**src/rtl/wb4_sram.sv**
```systemverilog
// wb4_sram: WB4 pipelined slave driving an asynchronous SRAM through a 2-entry request queue,
// with configurable wait states, in-order acks, read-to-write turnaround and abort ack suppression.
module wb4_sram #(
   parameter int ARCHBITSZ = 16,
   parameter int SRAMADDRBITSZ = 16,
   parameter int WAITCYCLES = 1
) (
   input  logic                     rst_i,
   input  logic                     clk_i,
   input  logic                     wb4_cyc_i,
   input  logic                     wb4_stb_i,
   input  logic                     wb4_we_i,
   input  logic [ARCHBITSZ-1:0]     wb4_addr_i,
   input  logic [ARCHBITSZ-1:0]     wb4_data_i,
   input  logic [ARCHBITSZ/8-1:0]   wb4_sel_i,
   output logic                     wb4_stall_o,
   output logic                     wb4_ack_o,
   output logic [ARCHBITSZ-1:0]     wb4_data_o,
   output logic                     sram_ce_o,
   output logic                     sram_oe_o,
   output logic                     sram_we_o,
   output logic [SRAMADDRBITSZ-1:0] sram_addr_o,
   output logic [ARCHBITSZ/8-1:0]   sram_be_o,
   output logic [ARCHBITSZ-1:0]     sram_data_o,
   output logic                     sram_data_oe_o,
   input  logic [ARCHBITSZ-1:0]     sram_data_i
);
   localparam int SELW = ARCHBITSZ / 8;
   localparam int OFS = $clog2(SELW);
   localparam int WCW = (WAITCYCLES > 0) ? $clog2(WAITCYCLES + 1) : 1;
   typedef enum logic [1:0] {IDLE, ACCESS, TURN} state_t;
   state_t state, state_n;
   logic q_we [2];
   logic [SRAMADDRBITSZ-1:0] q_addr [2];
   logic [ARCHBITSZ-1:0] q_data [2];
   logic [SELW-1:0] q_sel [2];
   logic wp, rp, push, avail, done, ld, ok, abort, last_rd;
   logic [1:0] cnt;
   logic [WCW-1:0] wcnt;
   // zero-extended so the word slice stays in range for any SRAMADDRBITSZ
   logic [ARCHBITSZ+SRAMADDRBITSZ-1:0] addr_ext;
   assign addr_ext = {{SRAMADDRBITSZ{1'b0}}, wb4_addr_i};
   assign wb4_stall_o = cnt == 2'd2;
   assign push = wb4_cyc_i && wb4_stb_i && !wb4_stall_o;
   always_ff @(posedge clk_i)
      if (push) begin
         q_we[wp] <= wb4_we_i;
         q_addr[wp] <= addr_ext[OFS +: SRAMADDRBITSZ];
         q_data[wp] <= wb4_data_i;
         q_sel[wp] <= wb4_sel_i;
      end
   always_ff @(posedge clk_i or posedge rst_i)
      if (rst_i) begin
         cnt <= 2'd0;
         wp <= 1'b0;
         rp <= 1'b0;
      end else if (!wb4_cyc_i) begin
         cnt <= 2'd0;
         wp <= 1'b0;
         rp <= 1'b0;
      end else begin
         wp <= wp ^ push;
         rp <= rp ^ ld;
         cnt <= cnt + {1'b0, push} - {1'b0, ld};
      end
   always_comb begin
      done = state == ACCESS && wcnt == '0;
      avail = cnt != 2'd0 && wb4_cyc_i;
      ld = avail && (state == TURN || ((state == IDLE || done) && !(q_we[rp] && last_rd)));
      state_n = ld ? ACCESS :
                (avail && (state == IDLE || done)) ? TURN :
                (state == ACCESS && !done) ? ACCESS : IDLE;
      ok = done && !abort && wb4_cyc_i;
   end
   always_ff @(posedge clk_i or posedge rst_i)
      if (rst_i) state <= IDLE;
      else state <= state_n;
   always_ff @(posedge clk_i or posedge rst_i)
      if (rst_i) begin
         abort <= 1'b0;
         last_rd <= 1'b0;
         wcnt <= '0;
         wb4_ack_o <= 1'b0;
         wb4_data_o <= '0;
         sram_ce_o <= 1'b0;
         sram_oe_o <= 1'b0;
         sram_we_o <= 1'b0;
         sram_data_oe_o <= 1'b0;
         sram_addr_o <= '0;
         sram_be_o <= '0;
         sram_data_o <= '0;
      end else begin
         abort <= state == ACCESS && !done && (abort || !wb4_cyc_i);
         wb4_ack_o <= ok;
         wb4_data_o <= (ok && sram_oe_o) ? sram_data_i : '0;
         if (ld) begin
            wcnt <= WCW'(WAITCYCLES);
            last_rd <= !q_we[rp];
            sram_ce_o <= 1'b1;
            sram_oe_o <= !q_we[rp];
            sram_we_o <= q_we[rp] && |q_sel[rp];
            sram_data_oe_o <= q_we[rp] && |q_sel[rp];
            sram_addr_o <= q_addr[rp];
            sram_be_o <= q_sel[rp];
            sram_data_o <= q_data[rp];
         end else if (state == ACCESS && !done) begin
            wcnt <= wcnt - 1'b1;
         end else begin
            sram_ce_o <= 1'b0;
            sram_oe_o <= 1'b0;
            sram_we_o <= 1'b0;
            sram_data_oe_o <= 1'b0;
            sram_addr_o <= '0;
            sram_be_o <= '0;
            sram_data_o <= '0;
         end
      end
endmodule

```
**config.mk**
```make
export PLATFORM = sky130hd
export DESIGN_NAME = wb4_sram
export DESIGN_NICKNAME = d
export VERILOG_FILES = /design/src/rtl/wb4_sram.sv
export SDC_FILE = /design/constraint.sdc
export NUM_CORES = 1
export LEC_CHECK = 0
export BUFFER_PORTS_ARGS = -buffer_cell sky130_fd_sc_hd__buf_2
export CAP_MARGIN = 40
export CORE_ASPECT_RATIO = 0.9
export CORE_MARGIN = 10
export CORE_UTILIZATION = 53
export DETAILED_ROUTE_END_ITERATION = 12
export GPL_TIMING_DRIVEN = 0
export PLACE_DENSITY = 0.89
export SLEW_MARGIN = 20
export SYNTH_ARGS = -nofsm -noshare
export SYNTH_HDL_FRONTEND = slang
export SYNTH_SLANG_ARGS = --single-unit
```
**constraint.sdc**
```tcl
create_clock -name clk_i -period 2.2 [get_ports clk_i]
set_input_delay 0.11 -clock clk_i [delete_from_list [all_inputs] [get_ports clk_i]]
set_output_delay 0.11 -clock clk_i [all_outputs]
set_load 0.005 [all_outputs]
```
After elaboration in Yosys (flattened, before gate mapping)
Memories as Yosys holds them, arrays and structs flattened. Cells that the tools add are included.

Register bits after elaboration: 63. Output and inout port bits: 56. Word-level logic and storage cells: 76. Input port bits: 55. Bits in writable memories: 68. Memories: 4.

Memories: q_data (words 2, bits a word 16, read ports 1, clocked after Yosys merged registers in 0, write ports 1, line 35) `logic [ARCHBITSZ-1:0] q_data [2];`; q_addr (words 2, bits a word 15, read ports 1, clocked after Yosys merged registers in 0, write ports 1, line 34) `logic [SRAMADDRBITSZ-1:0] q_addr [2];`; q_sel (words 2, bits a word 2, read ports 1, clocked after Yosys merged registers in 0, write ports 1, line 36) `logic [SELW-1:0] q_sel [2];`; q_we (words 2, bits a word 1, read ports 1, clocked after Yosys merged registers in 0, write ports 1, line 33) `logic q_we [2];`.

Reduce and logical (&&, ||, !) cells: 27. Mux-type cells: 20. Add/subtract/negate cells: 3. Bitwise operators: 3. Equality and inequality tests: 4.

Operator list (number): $mux 16 (4); $logic_and 1x1->1 (14); $mux 1 (11); $mux 2 (5); $logic_not 1->1 (6); $eq 2x2->1 const B (2); $reduce_bool 2->1 (2); $logic_or 1x1->1 (3); $add 2x1->2 (1); $eq 2x1->1 const B (1); $logic_not 2->1 (1); $ne 2x2->1 const B (1); $reduce_or 2->1 (1); $sub 2x1->2 (1); $xor 1x1->1 (2); $not 1->1 (1); $sub 1x1->1 const B (1).

Longest topological paths before layout
Depth in word-level cells: 8. Mapped depth: 8. Mapped depth without buffers: 6.

Worst setup path before layout
No wires, ideal clock.

Path kind: register to register. Start point: reg cnt[1]. End point: mem q_addr[1][0] in the netlist's numbering, enable pin. Path buffers: 0. Library setup time: 0.394 ns. Stages on the path, launching flop included: 5. Data required time: 1.806 ns. Data arrival time: 1.591 ns. Slack: 0.215 ns. Clock period less this slack: 1.985 ns. Cells stage by stage: dfrtp_1 -> inv_1 -> nor2_1 -> nor2_1 -> ha_1.

Cells in the longest elaborated chain, start to end: 5.

RTL lines: start: declaration (line 38) `logic [1:0] cnt;`; start signal: assignment (line 64) `cnt <= cnt + {1'b0, push} - {1'b0, ld};`; $eq 2x2->1 (line 43) `assign wb4_stall_o = cnt == 2'd2;`; named net wb4_stall_o (line 16) `output logic wb4_stall_o,`; $logic_not 1->1 (line 44) `assign push = wb4_cyc_i && wb4_stb_i && !wb4_stall_o;`; $logic_and 1x1->1 (line 44); $mux 1 (line 46) `if (push) begin`; $mux 1 (implied by the code) (line 48) `q_addr[wp] <= addr_ext[OFS +: SRAMADDRBITSZ];`; end: declaration (line 34).

The timed path passes the listed nets, and every way through them passes these cells.

Worst setup path after layout
Start point: reg rp. End point: reg cnt[1].

Cells in the longest elaborated chain, start to end: 8.

RTL lines: start: declaration (line 37) `logic wp, rp, push, avail, done, ld, ok, abort, last_rd;`; start signal: assignment (line 63) `rp <= rp ^ ld;`; $mem_v2 2x1; $logic_and 1x1->1 (line 69) `ld = avail && (state == TURN || ((state == IDLE || done) && !(q_we[rp] && last_rd)));`; $logic_not 1->1 (line 69); $logic_and 1x1->1 (line 69); $logic_or 1x1->1 (line 69); $logic_and 1x1->1 (line 69); $sub 2x1->2 (line 64); $mux 2 (line 57) `end else if (!wb4_cyc_i) begin`.

No other way between the ends. A chain may end at the register's enable or synchronous reset.

==> run metrics <==
outcome=completed; Pre-antenna DRT Iters=4; final WL=approximately 11 mm; Seq/Total Area, Yosys=75.3%; TNS Setup=0 ns; worst r2r src=rp; first-pass GRT wire length=about 18 mm; root buffer cell=clkbuf_8; Avg Cell Area, Syn=15.4 sq um; number of DRC markers in iteration 0=225; Commonest cells post-synth=edfxtp_1 (68), dfrtp_1 (62), nand2_1 (43); max_slew headroom=65.6%; VDD IR max=between 0.5 and 0.6 mV; PortBufs=roughly 110; crit start category=flop; Min-Delay Path Class=in -> async; warnings from Yosys=0; RSZ-0062 raised after global routing=false; Synth area leader=edfxtp_1; Pwr Density=between 900 and 1000 nW/um^2; Die Ht=approximately 110 microns; initial antenna violation count=0; CTS H-tree lvls=4; Worst Clk Skew=between 0.007 and 0.008 ns; WS Path Type=reg -> reg; Worst-Margin Slew=approximately 0.52 ns; Site Rows=32; FF+latch count, synth=130; Final setup viols=0; CP required=~2.6 ns; Setup WS post-layout=approximately 0.17 ns; Synth Instances=310; Antenna Nets Post-Route=0; half-perimeter wire length after placement=7.01 mm; core area=between 8000 and 9000 sq um; P&R area growth vs syn=39.9%; CTS max path bufs=2; synthesized cell area=4770 sq um; Worst Setup SP=rp; Worst-path clk slew=around 0.060 ns; pin count of the biggest net entering global routing=43; Synth top area share=approximately 43%; I/O pins=111; die span in x=around 120 microns; max-slew violations=0; crit-path max FO=10; Area contributors post-synth=edfxtp_1 (43%), dfrtp_1 (33%), mux2i_1 (7.6%); CTS buffer count=17; DR WL/cell=18.0 microns; layout cells sized above 1=between 30% and 40%; number of remaining DRC errors=0; clock sinks=between 100 and 150; Placer Congestion=between 0.7 and 0.8; maximum clock frequency=494 MHz; Final Hold Vio Count=0; Tmin final=~2.0 ns; Post-CTS Setup Bufs=0; Cell Area, Placed=~5500 sq um; Post-synth EDFFs=68; Place WS=~0.16 ns; post-layout util=approximately three quarters; most frequent cell after synthesis=edfxtp_1; vias per inst=roughly 5.0; Async SR Flop Fraction=a little under half; Period Utilization, post-route=92.1%; synth unique cells=30; CTS tree=built; Total GRT Usage=17.9%; nets@finish=550; arrival time of the worst setup path=2.46 ns; ANT cells=0; syn nets=approximately 370; Main synth FF type=edfxtp_1; vias=3,146; Leakage=around 0.0030 uW; CP Capture Type=flop; initial core utilization=54.9%; full die area=approximately 13,000 sq um; GRT Residual Overflow=0; post-layout instance area=between 6000 and 7000 sq um; number of global-route vias before repair=3,540; Max-cap violations=0; Clk Latency, worst-skew pair=between 0.5 and 0.6 ns
[layer usage]
metal  vias to the layer above  part of all wire, %  GRT usage (%)
li1                       1469                    -              -
met2                       116                   54           32.8
met1                      1547                   38           18.7
met4                         0                  1.1           5.85
met3                        14                  6.7           6.81
met5                         -                    0              0
[stage by stage]
| step | hold WS, ns | instances | total power, uW |
|---|---|---|---|
| finish | 0.0997 | 624 | 6600 |
| global placement | 0.297 | 537 | 3640 |
| floorplan | 0.209 | 310 | 3390 |
| global route | 0.0997 | 624 | 6890 |
| detailed placement | 0.0836 | 540 | 3710 |
| CTS | 0.0810 | 624 | 6630 |
[critical path, cell delays in order, from the launching register on]
cell	delay, ns
dfrtp_1	0.38
mux2i_2	0.39
o211ai_2	0.19
buf_6	0.18
buf_6	0.16
xnor2_2	0.14
ha_1	0.22
nand2b_1	0.15
mux2i_1	0.14
[what timing repair did]
item	CTS	global route
hold buffers	52	0
resized for setup	0	1
hold endpoints to repair	150	0
endpoints found under the setup margin	0	1
[final timing paths]
kind / endpoint / slack, ns / cells past startpoint
max: cnt[1] / 0.17 / 8
min: wb4_data_o[0] / 0.1 / 3
max reg2reg: cnt[1] / 0.17 / 8
min reg2reg: sram_data_o[7] / 0.48 / 2
max in group asynchronous: sram_data_o[1] / 1.59 / 4
min in group clk_i: cnt[1] / 0.20 / 6
[where the power goes]
group,internal (uW),switching [uW]
clock network,1840,1010
registers,2750,115
logic,409,473
[flip-flops by register name (all words and copies together) (netlist names), 4 cells and up]
| signal | flops |
|---|---|
| q_addr | 30 |
| q_sel | 4 |
| q_data | 32 |
| sram_data_o | 16 |
| sram_addr_o | 15 |
| wb4_data_o | 16 |
[cell usage in the layout, fill, tap and decap left out, drive strengths merged]
cell / Yosys / routed
a22o: 2 / 2
and2: 19 / 19
and3b: 1 / 1
buf: 12 / 123
bufinv: 0 / 4
clkbuf: 3 / 22
clkinv: 0 / 7
clkinvlp: 0 / 1
conb: 1 / 1
dfrtp: 62 / 62
dlygate4sd3: 0 / 52
edfxtp: 68 / 68
ha: 3 / 3
inv: 5 / 6
mux2i: 36 / 36
nand2: 43 / 43
nand2b: 5 / 5
nand3: 1 / 1
nor2: 3 / 3
nor2b: 1 / 1
nor3: 1 / 1
nor4: 1 / 1
nor4bb: 1 / 1
o211ai: 3 / 3
o21a: 1 / 1
o21ai: 35 / 35
o311ai: 1 / 1
o31a: 1 / 1
xnor2: 1 / 1
[cell families (layout without fill, tap and decap cells)]
family / after synthesis / count (layout) / share of synthesized area (%)
multiplexers: 36 / 36 / 7.55
AO/OA/AOI/OAI: 43 / 43 / 5.69
buffers and inverters: 20 / 215 / 2.31
other: 1 / 1 / 0.0786
adder cells (fa/ha/maj): 3 / 3 / 0.787
XOR/XNOR: 1 / 1 / 0.341
flip-flops: 130 / 130 / 75.3
AND/OR/NAND/NOR: 76 / 76 / 7.94
[cell type report]
cell class	instances	area, sq um
Sequential cell	130	3590
Fill cell	536	2010
Timing Repair Buffer	163	1140
Multi-Input combinational cell	160	1080
Clock buffer	19	422
Clock inverter	13	185
Tap cell	119	149
Buffer	15	91.3
Inverter	5	21.3
Note: power is estimated with default switching activity, not from simulation.
